### src/rtl/hamming_code_encoder_tx.sv
// Hamming(7,4) transmit encoder: splits each accepted 8-bit sample into two
// registered codewords (low nibble first). Optional macro: HAMMING_ERR_INJECT_EN.
module hamming_code_encoder_tx (
    input  logic        clk,
    input  logic        rst,
    input  logic [7:0]  s_data,
    input  logic        s_valid,
    output logic        s_ready,
    input  logic        parity_type,
    output logic [7:1]  code_out,
    output logic        m_valid,
    input  logic        m_ready,
    output logic        code_last,
    output logic [15:0] cw_count,
    input  logic [2:0]  inj_pos
);

    typedef enum logic [1:0] {
        IDLE    = 2'd0,
        SEND_LO = 2'd1,
        SEND_HI = 2'd2
    } state_t;

    state_t      state_q, state_d;
    logic [3:0]  data_hi_q, data_hi_d;
    logic        pt_q, pt_d;
    logic [7:1]  code_q, code_d;
    logic        last_q, last_d;
    logic [15:0] cnt_q, cnt_d;
    logic [2:0]  lo_pos, hi_pos;

    logic accept;
    logic xfer;

    function automatic logic [7:1] encode(input logic [3:0] nib, input logic pt);
        logic [7:1] cw;
        cw    = '0;
        cw[3] = nib[0];
        cw[5] = nib[1];
        cw[6] = nib[2];
        cw[7] = nib[3];
        cw[1] = cw[3] ^ cw[5] ^ cw[7] ^ pt;
        cw[2] = cw[3] ^ cw[6] ^ cw[7] ^ pt;
        cw[4] = cw[5] ^ cw[6] ^ cw[7] ^ pt;
        return cw;
    endfunction

    // Position 0 means "no injection"; positions 1..7 flip that codeword bit.
    function automatic logic [7:1] flip_bit(input logic [7:1] cw, input logic [2:0] pos);
        logic [7:1] res;
        res = cw;
        for (int i = 1; i <= 7; i++) begin
            if (pos == 3'(i)) res[i] = ~cw[i];
        end
        return res;
    endfunction

`ifdef HAMMING_ERR_INJECT_EN
    logic [2:0] inj_q;

    always_ff @(posedge clk or posedge rst) begin
        if (rst) begin
            inj_q <= '0;
        end else if (accept) begin
            inj_q <= inj_pos;
        end
    end

    assign lo_pos = inj_pos;
    assign hi_pos = inj_q;
`else
    logic unused_inj;
    assign unused_inj = ^inj_pos;
    assign lo_pos     = 3'd0;
    assign hi_pos     = 3'd0;
`endif

    assign s_ready = (state_q == IDLE);
    assign m_valid = (state_q != IDLE);
    assign accept  = s_valid && s_ready;
    assign xfer    = m_valid && m_ready;

    // NOTE: every signal gets its default before the case so no path leaves it unassigned (no latches).
    always_comb begin
        state_d = state_q;
        unique case (state_q)
            IDLE:    if (accept)  state_d = SEND_LO;
            SEND_LO: if (m_ready) state_d = SEND_HI;
            SEND_HI: if (m_ready) state_d = IDLE;
            default:              state_d = IDLE;
        endcase
    end

    // The low codeword is encoded straight from the accepted inputs so it is
    // registered and visible one cycle after accept; only the high nibble is kept.
    always_comb begin
        data_hi_d = data_hi_q;
        pt_d      = pt_q;
        code_d    = code_q;
        last_d    = last_q;
        if (accept) begin
            data_hi_d = s_data[7:4];
            pt_d      = parity_type;
            code_d    = flip_bit(encode(s_data[3:0], parity_type), lo_pos);
            last_d    = 1'b0;
        end else if (state_q == SEND_LO && m_ready) begin
            code_d    = flip_bit(encode(data_hi_q, pt_q), hi_pos);
            last_d    = 1'b1;
        end
    end

    assign cnt_d = cnt_q + 16'(xfer);

    // NOTE: sequential state uses non-blocking assignments so all registers update from pre-edge values.
    always_ff @(posedge clk or posedge rst) begin
        if (rst) begin
            state_q   <= IDLE;
            data_hi_q <= '0;
            pt_q      <= 1'b0;
            code_q    <= '0;
            last_q    <= 1'b0;
            cnt_q     <= '0;
        end else begin
            state_q   <= state_d;
            data_hi_q <= data_hi_d;
            pt_q      <= pt_d;
            code_q    <= code_d;
            last_q    <= last_d;
            cnt_q     <= cnt_d;
        end
    end

    assign code_out  = code_q;
    assign code_last = last_q;
    assign cw_count  = cnt_q;

endmodule

### config.mk
export PLATFORM = sky130hd
export DESIGN_NAME = hamming_code_encoder_tx
export DESIGN_NICKNAME = d
export VERILOG_FILES = /design/src/rtl/hamming_code_encoder_tx.sv
export SDC_FILE = /design/constraint.sdc
export NUM_CORES = 1
export LEC_CHECK = 0
export BUFFER_PORTS_ARGS = -buffer_cell sky130_fd_sc_hd__buf_4
export CAP_MARGIN = 30
export CORE_MARGIN = 2
export CORE_UTILIZATION = 43
export DETAILED_ROUTE_END_ITERATION = 6
export HOLD_SLACK_MARGIN = 0.02
export PLACE_DENSITY_LB_ADDON = 0.12
export SETUP_SLACK_MARGIN = 0.05
export SYNTH_ARGS = -nofsm -noshare
export SYNTH_HDL_FRONTEND = slang
export SYNTH_SLANG_ARGS = --single-unit
### constraint.sdc
create_clock -name clk -period 2.16 [get_ports clk]
set_input_delay 0.108 -clock clk [delete_from_list [all_inputs] [get_ports clk]]
set_output_delay 0.108 -clock clk [all_outputs]
set_load 0.05 [all_outputs]
==> impl_metrics.env, run 1 <==
export IMPL_layoutNonFillerInstCount=225
export IMPL_post_synth_net_total=148
export IMPL_clock_tree_htree_level_count=2
export IMPL_die_h_um=62.6
export IMPL_cts_buffers=5
export IMPL_die_width_um=62.6
export IMPL_hpwlAfterDp_mm=2.00
export IMPL_setup_tns_ns=0
export IMPL_worst_ir_drop_vdd_uv=733
export IMPL_wl_met3_um=164
export IMPL_design_portCount=42
export IMPL_synth_seq_area_share_pct=52.6
export IMPL_critical_path_class="reg -> reg"
export IMPL_leak_nw=0.918
export IMPL_io_buffer_count=38
export IMPL_worst_slew_margin_rel_pct=74.3
export IMPL_power_mw=2.82
export IMPL_clkTransAtPathRegs_ns=0.10
export IMPL_placeableCoreArea_um2=3310
export IMPL_route_layer_met1_wl_mm=1.29
export IMPL_tritoncts_num_sinks=31
export IMPL_pin_count_of_the_biggest_net_entering_global_routing=32
export IMPL_via_count=1072
export IMPL_num_nets_final=197
export IMPL_finalCriticalPeriod_ns=1.88
export IMPL_power_frac_clock_pct=11.5
export IMPL_dominantRegCellSynth="dfrtp_1"
export IMPL_r2r_slack_ns=0.28
export IMPL_mostFrequentLayoutCell="buf_4"
export IMPL_timing_critical_path_required_ns=2.42
export IMPL_grt_overflow=0
export IMPL_synthCells=129
export IMPL_internal_power_mw=1.48
export IMPL_setup_worst_path_start="state_q[0]"
export IMPL_rsz0062_at_grt="no"
export IMPL_synthesis_area_um2=1480
export IMPL_setup_worst_path_end_class="flip-flop"
export IMPL_final_period_utilization_pct=87.0
export IMPL_post_route_cells_drive_above_1_share_pct=31.3
export IMPL_drv_cap=0
export IMPL_wl_per_cell_um=12.0
export IMPL_root_buffer="clkbuf_4"
export IMPL_antenna_cells=0
export IMPL_hold_path_class="in -> reg"
export IMPL_arrival_ns=2.14
export IMPL_cts_post_setup_buffers_inserted=0
export IMPL_yosys_register_bits=31
export IMPL_drc=0
export IMPL_initial_utilization_pct=44.6
export IMPL_yosys_cell_types_count=24
export IMPL_powerDensity_nw_per_um2=1470
export IMPL_worstSetupStartpointType="flip-flop"
export IMPL_net_switching_power_mw=1.34
export IMPL_maxClockFrequency_mhz=532
export IMPL_grt_pass1_vias=1040
export IMPL_dr_first_iter_drc_count=50
export IMPL_sw_frac_of_total_pct=47.5
export IMPL_worst_r2r_cell_count=8
export IMPL_synthArstFlopShare_pct=100
export IMPL_syn_mean_instance_area_um2=11.4
export IMPL_floorplan_die_area_um2=3920
export IMPL_cts_tree="built"
export IMPL_std_cell_rows=21
export IMPL_gp_congestion=0.730
export IMPL_grt_first_pass_wirelength_mm=4.80
export IMPL_detailroute_wirelength_met2_mm=1.19
export IMPL_setup_viol=0
export IMPL_most_common_layout_cells="buf_4, dfrtp_1, xnor2_1, nand2_1, nor2_1"
export IMPL_grt_antenna_before_repair=0
export IMPL_viasPerCell=4.76
export IMPL_yosysWarningCount=0
export IMPL_areaGrowthSynthToFinish_pct=30.3
export IMPL_worst_setup_path_endpoint="cw_count[12]"
export IMPL_number_of_enable_type_register_cells_in_the_synthesized_netlist=0
export IMPL_timing_hold_violations_final=0
export IMPL_route_final_wire_length_mm=2.69
export IMPL_timing_critical_path_fanout_max=5
export IMPL_top_layer="met4"
export IMPL_finClkSkew_ns=0.00467
export IMPL_insertion_delay_ns=0.33
export IMPL_seq_power_share_pct=35.1
export IMPL_track_usage_pct=16.0
export IMPL_regToRegEndpoint="cw_count[12]"
export IMPL_count_of_nets_left_with_antenna_violations_after_detail_routing=0
export IMPL_worst_pin_slew_ns=0.386
export IMPL_outcome="finished clean"
export IMPL_comb_pwr_share_pct=53.4
export IMPL_drt_pass1_iter_count=4
export IMPL_timing_final_max_slew_violations=0
export IMPL_dpl_cell_count=212
export IMPL_r2r_start="state_q[0]"
export IMPL_cts_max_path_buffers=2
-- power groups by stage --
stage	Clock, mW	Sequential, mW	Combinational, mW
2_1_floorplan	0	1.43	0.680
3_5_place_dp	0	1.00	1.51
6_report	0.325	0.989	1.51
5_1_grt	0.372	1.03	1.62
4_1_cts	0.340	0.992	1.52
3_3_place_gp	0	0.992	1.49
-- registers in the layout, summed over array words and instances, names as in the netlist --
name / cells
cw_count: 16
code_last: 1
pt_q: 1
state_q: 2
data_hi_q: 4
code_out: 7
-- through the flow --
| stage | hold slack, ns | area (µm²) | utilization (%) | setup WS, ns |
|---|---|---|---|---|
| final | 0.0549 | 1920 | 58.0 | 0.280 |
| after floorplan | 0.212 | 1480 | - | 0.177 |
| after global placement | 0.216 | 1820 | 55.0 | 0.321 |
| after detailed placement | 0.221 | 1820 | 55.0 | 0.286 |
| after global routing | 0.0359 | 1920 | 58.0 | 0.0751 |
| after CTS | 0.0401 | 1920 | 58.0 | 0.260 |
-- worst min path at each step --
stage | start | endpoint | slack [ns] | cells after the start
4_1_cts | s_data[2] | code_out[6] | 0.04 | 3
2_1_floorplan | rst | code_last | 0.21 | 1
6_report | s_data[2] | code_out[6] | 0.05 | 3
3_5_place_dp | rst | cw_count[4] | 0.22 | 3
3_3_place_gp | rst | cw_count[4] | 0.22 | 3
5_1_grt | parity_type | pt_q | 0.04 | 2
-- synth_stat cells (3+ instances only) --
master	count	area, µm²
nand4_1	7	43.8
nand3_1	5	25.0
dfrtp_1	31	776
ha_1	3	37.5
nand2_1	11	41.3
xnor2_1	18	158
xor2_1	7	61.3
a31oi_1	5	31.3
mux2_2	5	56.3
nor2_1	11	41.3
mux2i_1	4	40.0
inv_1	5	18.8
-- cell families (layout without fill, tap and decap cells) --
group | after synthesis | after routing | synth area share, %
flip-flops | 31 | 31 | 52.6
AO/OA/AOI/OAI | 10 | 10 | 4.33
adder cells (fa/ha/maj) | 3 | 3 | 2.54
buffers and inverters | 7 | 57 | 1.95
XOR/XNOR | 27 | 27 | 17.5
multiplexers | 9 | 9 | 6.53
AND/OR/NAND/NOR | 42 | 42 | 14.6
-- what timing repair did --
item / 4_1_cts / 5_1_grt
endpoints found under the hold margin: 35 / 0
hold buffers: 5 / 0
endpoints found under the setup margin: 0 / 1
resized for setup: 0 / 1
-- critical path: stages (launching register included) --
cell and delay, ns:
dfrtp_1 0.47, nor2_4 0.08, nor2_1 0.14, ha_1 0.21, ha_1 0.21, and4_1 0.32
nand4_1 0.11, nor2_1 0.12, xor2_1 0.15
-- layer usage --
metal,vias up,global-route usage [%]
met1,498,21.0
li1,540,-
met3,6,6.67
met2,28,23.3
met5,-,0
met4,0,6.67
-- final cells by class --
cell class	count	area (µm²)
Fill cell	302	1390
Clock buffer	7	45.0
Sequential cell	31	777
Clock inverter	1	5.00
Inverter	5	18.8
Timing Repair Buffer	44	343
Tap cell	46	57.6
Multi-Input combinational cell	91	676
No activity file was read; power rests on OpenSTA's default activity.
==> run 2: changes to the inputs <==
==> constraint.sdc (replaced) <==
create_clock -name clk -period 1.8 [get_ports clk]
set_input_delay 0.09 -clock clk [delete_from_list [all_inputs] [get_ports clk]]
set_output_delay 0.09 -clock clk [all_outputs]
set_load 0.05 [all_outputs]
==> impl_metrics.env, run 2 (synthesized netlist as in run 1, its figures left out) <==
export IMPL_outcome="finished clean"
export IMPL_dr_first_iter_drc_count=58
export IMPL_timing_critical_path_fanout_max=4
export IMPL_gp_congestion=0.716
export IMPL_setup_worst_path_start="state_q[1]"
export IMPL_rsz0062_at_grt="yes"
export IMPL_worst_setup_path_endpoint="cw_count[12]"
export IMPL_leak_nw=0.981
export IMPL_most_common_layout_cells="buf_4, dfrtp_1, xnor2_1, nand2_1, nor2_1"
export IMPL_initial_utilization_pct=44.6
export IMPL_clkTransAtPathRegs_ns=0.10
export IMPL_drc=0
export IMPL_grt_pass1_vias=1079
export IMPL_final_hold_worst_slack_ns=0.0333
export IMPL_finalCriticalPeriod_ns=1.67
export IMPL_worst_ir_drop_vdd_uv=1050
export IMPL_final_period_utilization_pct=92.6
export IMPL_setup_tns_ns=0
export IMPL_std_cell_rows=21
export IMPL_regToRegEndpoint="cw_count[12]"
export IMPL_worst_r2r_cell_count=8
export IMPL_areaGrowthSynthToFinish_pct=38.7
export IMPL_count_of_nets_left_with_antenna_violations_after_detail_routing=0
export IMPL_insertion_delay_ns=0.33
export IMPL_timing_final_max_slew_violations=0
export IMPL_largest_register_ffs=16
export IMPL_grt_overflow=0
export IMPL_multiInputGateArea_um2=696
export IMPL_r2r_slack_ns=0.13
export IMPL_maxClockFrequency_mhz=600
export IMPL_viasPerCell=4.84
export IMPL_grt_first_pass_wirelength_mm=4.81
export IMPL_die_h_um=62.6
export IMPL_register_area_um2=777
export IMPL_floorplan_die_area_um2=3920
export IMPL_drt_pass1_iter_count=4
export IMPL_cts_max_path_buffers=2
export IMPL_timing_critical_path_required_ns=2.06
export IMPL_cts_tree="built"
export IMPL_num_nets_final=206
export IMPL_setup_viol=0
export IMPL_root_buffer="clkbuf_4"
export IMPL_hold_path_class="in -> reg"
export IMPL_tritoncts_num_sinks=31
export IMPL_drv_cap=0
export IMPL_arrival_ns=1.93
export IMPL_worst_pin_slew_ns=0.389
export IMPL_powerDensity_nw_per_um2=1820
export IMPL_finClkSkew_ns=0.0119
export IMPL_setup_worst_path_end_class="flip-flop"
export IMPL_final_fill_count=301
export IMPL_die_width_um=62.6
export IMPL_antenna_cells=0
export IMPL_design_portCount=42
export IMPL_r2r_start="state_q[1]"
export IMPL_clock_tree_htree_level_count=2
export IMPL_placeableCoreArea_um2=3310
export IMPL_route_final_wire_length_mm=2.94
export IMPL_pin_count_of_the_biggest_net_entering_global_routing=32
export IMPL_via_count=1132
export IMPL_track_usage_pct=15.7
export IMPL_worstSetupStartpointType="flip-flop"
export IMPL_cts_buffers=5
export IMPL_hpwlAfterDp_mm=1.99
export IMPL_wl_per_cell_um=12.5
export IMPL_mostFrequentLayoutCell="buf_4"
export IMPL_post_route_cells_drive_above_1_share_pct=37.8
export IMPL_timing_hold_violations_final=0
export IMPL_grt_antenna_before_repair=0
export IMPL_critical_path_class="reg -> reg"
export IMPL_worst_slew_margin_rel_pct=74.1
export IMPL_io_buffer_count=38
run 2: changes by cell type in the layout (fill, tap and decap cells not counted):
| cell | change |
|---|---|
| buf_4 | +9 |
| clkbuf_1 | -2 |
| ha_1 | -2 |
| and4_1 | -1 |
| and4_4 | +1 |
| bufinv_16 | +1 |
| clkbuf_8 | +1 |
| ha_2 | +1 |
| ha_4 | +1 |
| nor2_1 | -1 |
| nor2_2 | +1 |
run 2: timing repair:
| item | in CTS | in global routing |
|---|---|---|
| buffers inserted | 0 | 7 |
| hold buffers | 5 | 0 |
| resized for setup | 0 | 1 |
| endpoints found under the setup margin | 0 | 1 |
| endpoints found under the hold margin | 35 | 0 |
run 2: through the flow:
step / cell area (µm²) / setup slack, ns / std cells / utilization [%] / total power, mW
finish: 2050 / 0.132 / 234 / 61.8 / 3.72
floorplan: 1490 / -0.0524 / 129 / - / 2.55
global placement: 1850 / 0.161 / 214 / 55.8 / 3.02
CTS: 1980 / 0.0997 / 227 / 59.9 / 3.65
detailed placement: 1850 / 0.126 / 214 / 55.8 / 3.06
global route: 2050 / 0.0281 / 234 / 61.8 / 3.95
run 2: how the worst min path moves through the flow:
stage	start	to	slack, ns	cells past startpoint
2_1_floorplan	rst	code_last	0.19	1
3_3_place_gp	rst	cw_count[4]	0.20	3
3_5_place_dp	rst	cw_count[2]	0.20	3
4_1_cts	parity_type	pt_q	0.02	2
5_1_grt	parity_type	pt_q	0.02	2
6_report	parity_type	pt_q	0.03	2
run 2: power breakdown:
part           internal, mW  switching, mW
sequential            0.940          0.248
combinational         0.779           1.18
clock                 0.328          0.239
run 2: area by class of cell:
type	count	share of cell area, %
timing repair buffer	53	20.1
tap	46	2.81
sequential	31	38.0
multi-input combinational	91	34.0
clock inverter	2	1.71
inverter	5	0.917
clock buffer	6	2.51
run 2: critical path: stages (launching register included):
cell     delay [ns]
dfrtp_1        0.41
nor2_4         0.06
nor2_2         0.13
ha_2           0.23
ha_4           0.15
and4_4         0.25
nand4_1        0.09
nor2_1         0.14
xor2_1         0.15
run 2: per-layer routing:
metal	vias to the layer above	global-route usage (%)	part of all wire (%)
li1	553	-	-
met1	545	19.6	43
met5	-	0	0
met3	5	5.59	5.1
met2	29	25.0	51
met4	0	5.83	1.4
==> run 3: changes to the inputs <==
--- a/config.mk
+++ b/config.mk
@@ -8,7 +8,7 @@
 export BUFFER_PORTS_ARGS = -buffer_cell sky130_fd_sc_hd__buf_4
 export CAP_MARGIN = 30
 export CORE_MARGIN = 2
-export CORE_UTILIZATION = 43
+export CORE_UTILIZATION = 51
 export DETAILED_ROUTE_END_ITERATION = 6
 export HOLD_SLACK_MARGIN = 0.02
 export PLACE_DENSITY_LB_ADDON = 0.12
@@ -16,3 +16,4 @@
 export SYNTH_ARGS = -nofsm -noshare
 export SYNTH_HDL_FRONTEND = slang
 export SYNTH_SLANG_ARGS = --single-unit
+export TNS_END_PERCENT = 5
==> constraint.sdc (replaced) <==
create_clock -name clk -period 1.69 [get_ports clk]
set_input_delay 0.0845 -clock clk [delete_from_list [all_inputs] [get_ports clk]]
set_output_delay 0.0845 -clock clk [all_outputs]
set_load 0.05 [all_outputs]
==> impl_metrics.env, run 3 (synthesized netlist as in run 1, its figures left out) <==
export IMPL_leak_nw=0.951
export IMPL_rsz0062_at_grt="yes"
export IMPL_cts_tree="built"
export IMPL_track_usage_pct=20.8
export IMPL_worstSetupStartpointType="flip-flop"
export IMPL_internal_power_mw=2.03
export IMPL_placeableCoreArea_um2=2760
export IMPL_areaGrowthSynthToFinish_pct=34.6
export IMPL_num_nets_final=202
export IMPL_die_h_um=57.8
export IMPL_maxClockFrequency_mhz=626
export IMPL_sw_frac_of_total_pct=46.6
export IMPL_outcome="finished clean"
export IMPL_hpwlAfterDp_mm=2.06
export IMPL_final_period_utilization_pct=94.5
export IMPL_floorplan_die_area_um2=3340
export IMPL_drc=0
export IMPL_cts_buffers=5
export IMPL_setup_viol=0
export IMPL_std_cell_rows=19
export IMPL_arrival_ns=1.87
export IMPL_worst_ir_drop_vdd_uv=1650
export IMPL_io_buffer_count=38
export IMPL_grt_overflow=0
export IMPL_grt_pass1_vias=1099
export IMPL_post_route_cells_drive_above_1_share_pct=35.9
export IMPL_hold_path_startpoint="s_data[2]"
export IMPL_hold_path_class="in -> reg"
export IMPL_die_width_um=57.8
export IMPL_timing_hold_violations_final=0
export IMPL_pin_count_of_the_biggest_net_entering_global_routing=32
export IMPL_root_buffer="clkbuf_4"
export IMPL_comb_pwr_share_pct=53.3
export IMPL_viasPerCell=5.39
export IMPL_timing_critical_path_fanout_max=5
export IMPL_drt_pass1_iter_count=4
export IMPL_gp_congestion=0.724
export IMPL_finalCriticalPeriod_ns=1.60
export IMPL_largest_register_ffs=16
export IMPL_powerDensity_nw_per_um2=1920
export IMPL_timing_final_max_slew_violations=0
export IMPL_grt_antenna_before_repair=0
export IMPL_seq_power_share_pct=33.3
export IMPL_final_fill_count=209
export IMPL_finalWorstSetupSlack_ns=0.0927
export IMPL_design_portCount=42
export IMPL_clock_tree_htree_level_count=2
export IMPL_dpl_worst_slack_ns=0.0386
export IMPL_timing_critical_path_required_ns=1.96
export IMPL_dr_first_iter_drc_count=23
export IMPL_critical_path_class="reg -> reg"
export IMPL_initial_utilization_pct=53.5
export IMPL_power_frac_clock_pct=13.4
export IMPL_finClkSkew_ns=0.00557
export IMPL_most_common_layout_cells="buf_4, dfrtp_1, xnor2_1, nand2_1, nor2_1"
export IMPL_clkTransAtPathRegs_ns=0.10
export IMPL_setup_tns_ns=0
export IMPL_via_count=1158
export IMPL_setup_worst_path_end_class="flip-flop"
export IMPL_wl_per_cell_um=14.1
export IMPL_worst_slew_margin_rel_pct=73.8
export IMPL_antenna_cells=0
export IMPL_r2r_start="state_q[0]"
export IMPL_net_switching_power_mw=1.77
export IMPL_tritoncts_num_sinks=31
export IMPL_grt_first_pass_wirelength_mm=5.14
export IMPL_route_final_wire_length_mm=3.04
export IMPL_drv_cap=0
export IMPL_worst_pin_slew_ns=0.393
export IMPL_cts_max_path_buffers=2
export IMPL_count_of_nets_left_with_antenna_violations_after_detail_routing=0
export IMPL_insertion_delay_ns=0.34
export IMPL_mostFrequentLayoutCell="buf_4"
export IMPL_setup_worst_path_start="state_q[0]"
[run 3: routing by layer]
layer	up-vias	GRT usage [%]	share of wire [%]
li1	548	-	-
met1	568	26.3	44
met2	34	32.5	48
met3	8	6.47	5.5
met4	0	9.97	2.8
met5	-	0	0
[run 3: repair_timing]
action                                  in CTS  in global routing
endpoints found under the setup margin       1                  3
gates resized for setup                      1                  2
pin swaps                                    1                  1
hold buffers                                 6                  0
gates cloned                                 0                  0
setup buffers                                1                  0
endpoints found under the hold margin       36                  0
[run 3: worst paths after layout]
kind	to	slack [ns]	cells after the start
setup reg to reg	cw_count[12]	0.09	8
hold / removal	code_out[6]	0.02	3
hold reg to reg	cw_count[15]	0.48	1
setup / recovery	cw_count[12]	0.09	8
max in group asynchronous	code_out[5]	1.01	4
min in group asynchronous	code_out[6]	0.39	4
[run 3: cell type report]
cell class                 instances  area, µm²  area share [%]
clock buffer                       8       68.8            3.47
inverter                           5       18.8           0.945
multi-input combinational         91        701            35.3
sequential                        31        776            39.1
tap                               31       38.8            1.95
timing repair buffer              49        383            19.3
[run 3: power groups by stage]
stage	clock [mW]	combinational [mW]	sequential, mW
floorplan	0	0.877	1.83
global placement	0	1.97	1.25
detailed placement	0	2.01	1.28
CTS	0.517	2.05	1.27
global route	0.553	2.18	1.31
finish	0.508	2.03	1.27
[run 3: worst max-delay path, cell delays in order, from the launching register on]
cell and delay (ns):
dfrtp_1 0.40, nor2_4 0.06, nor2_2 0.10, ha_2 0.21
ha_4 0.14, and4_4 0.26, nand4_1 0.11, nor2_2 0.11
xor2_1 0.14
[run 3: per-stage QoR]
step           hold slack [ns]  cells  total power [mW]  area [µm²]  utilization (%)
2_1_floorplan            0.188    129              2.71        1490                -
3_3_place_gp             0.187    200              3.22        1830             66.5
3_5_place_dp             0.193    200              3.29        1830             66.5
4_1_cts                 0.0229    215              3.83        1980             71.8
5_1_grt                 0.0312    215              4.04        1990             72.0
6_report                0.0250    215              3.81        1990             72.0
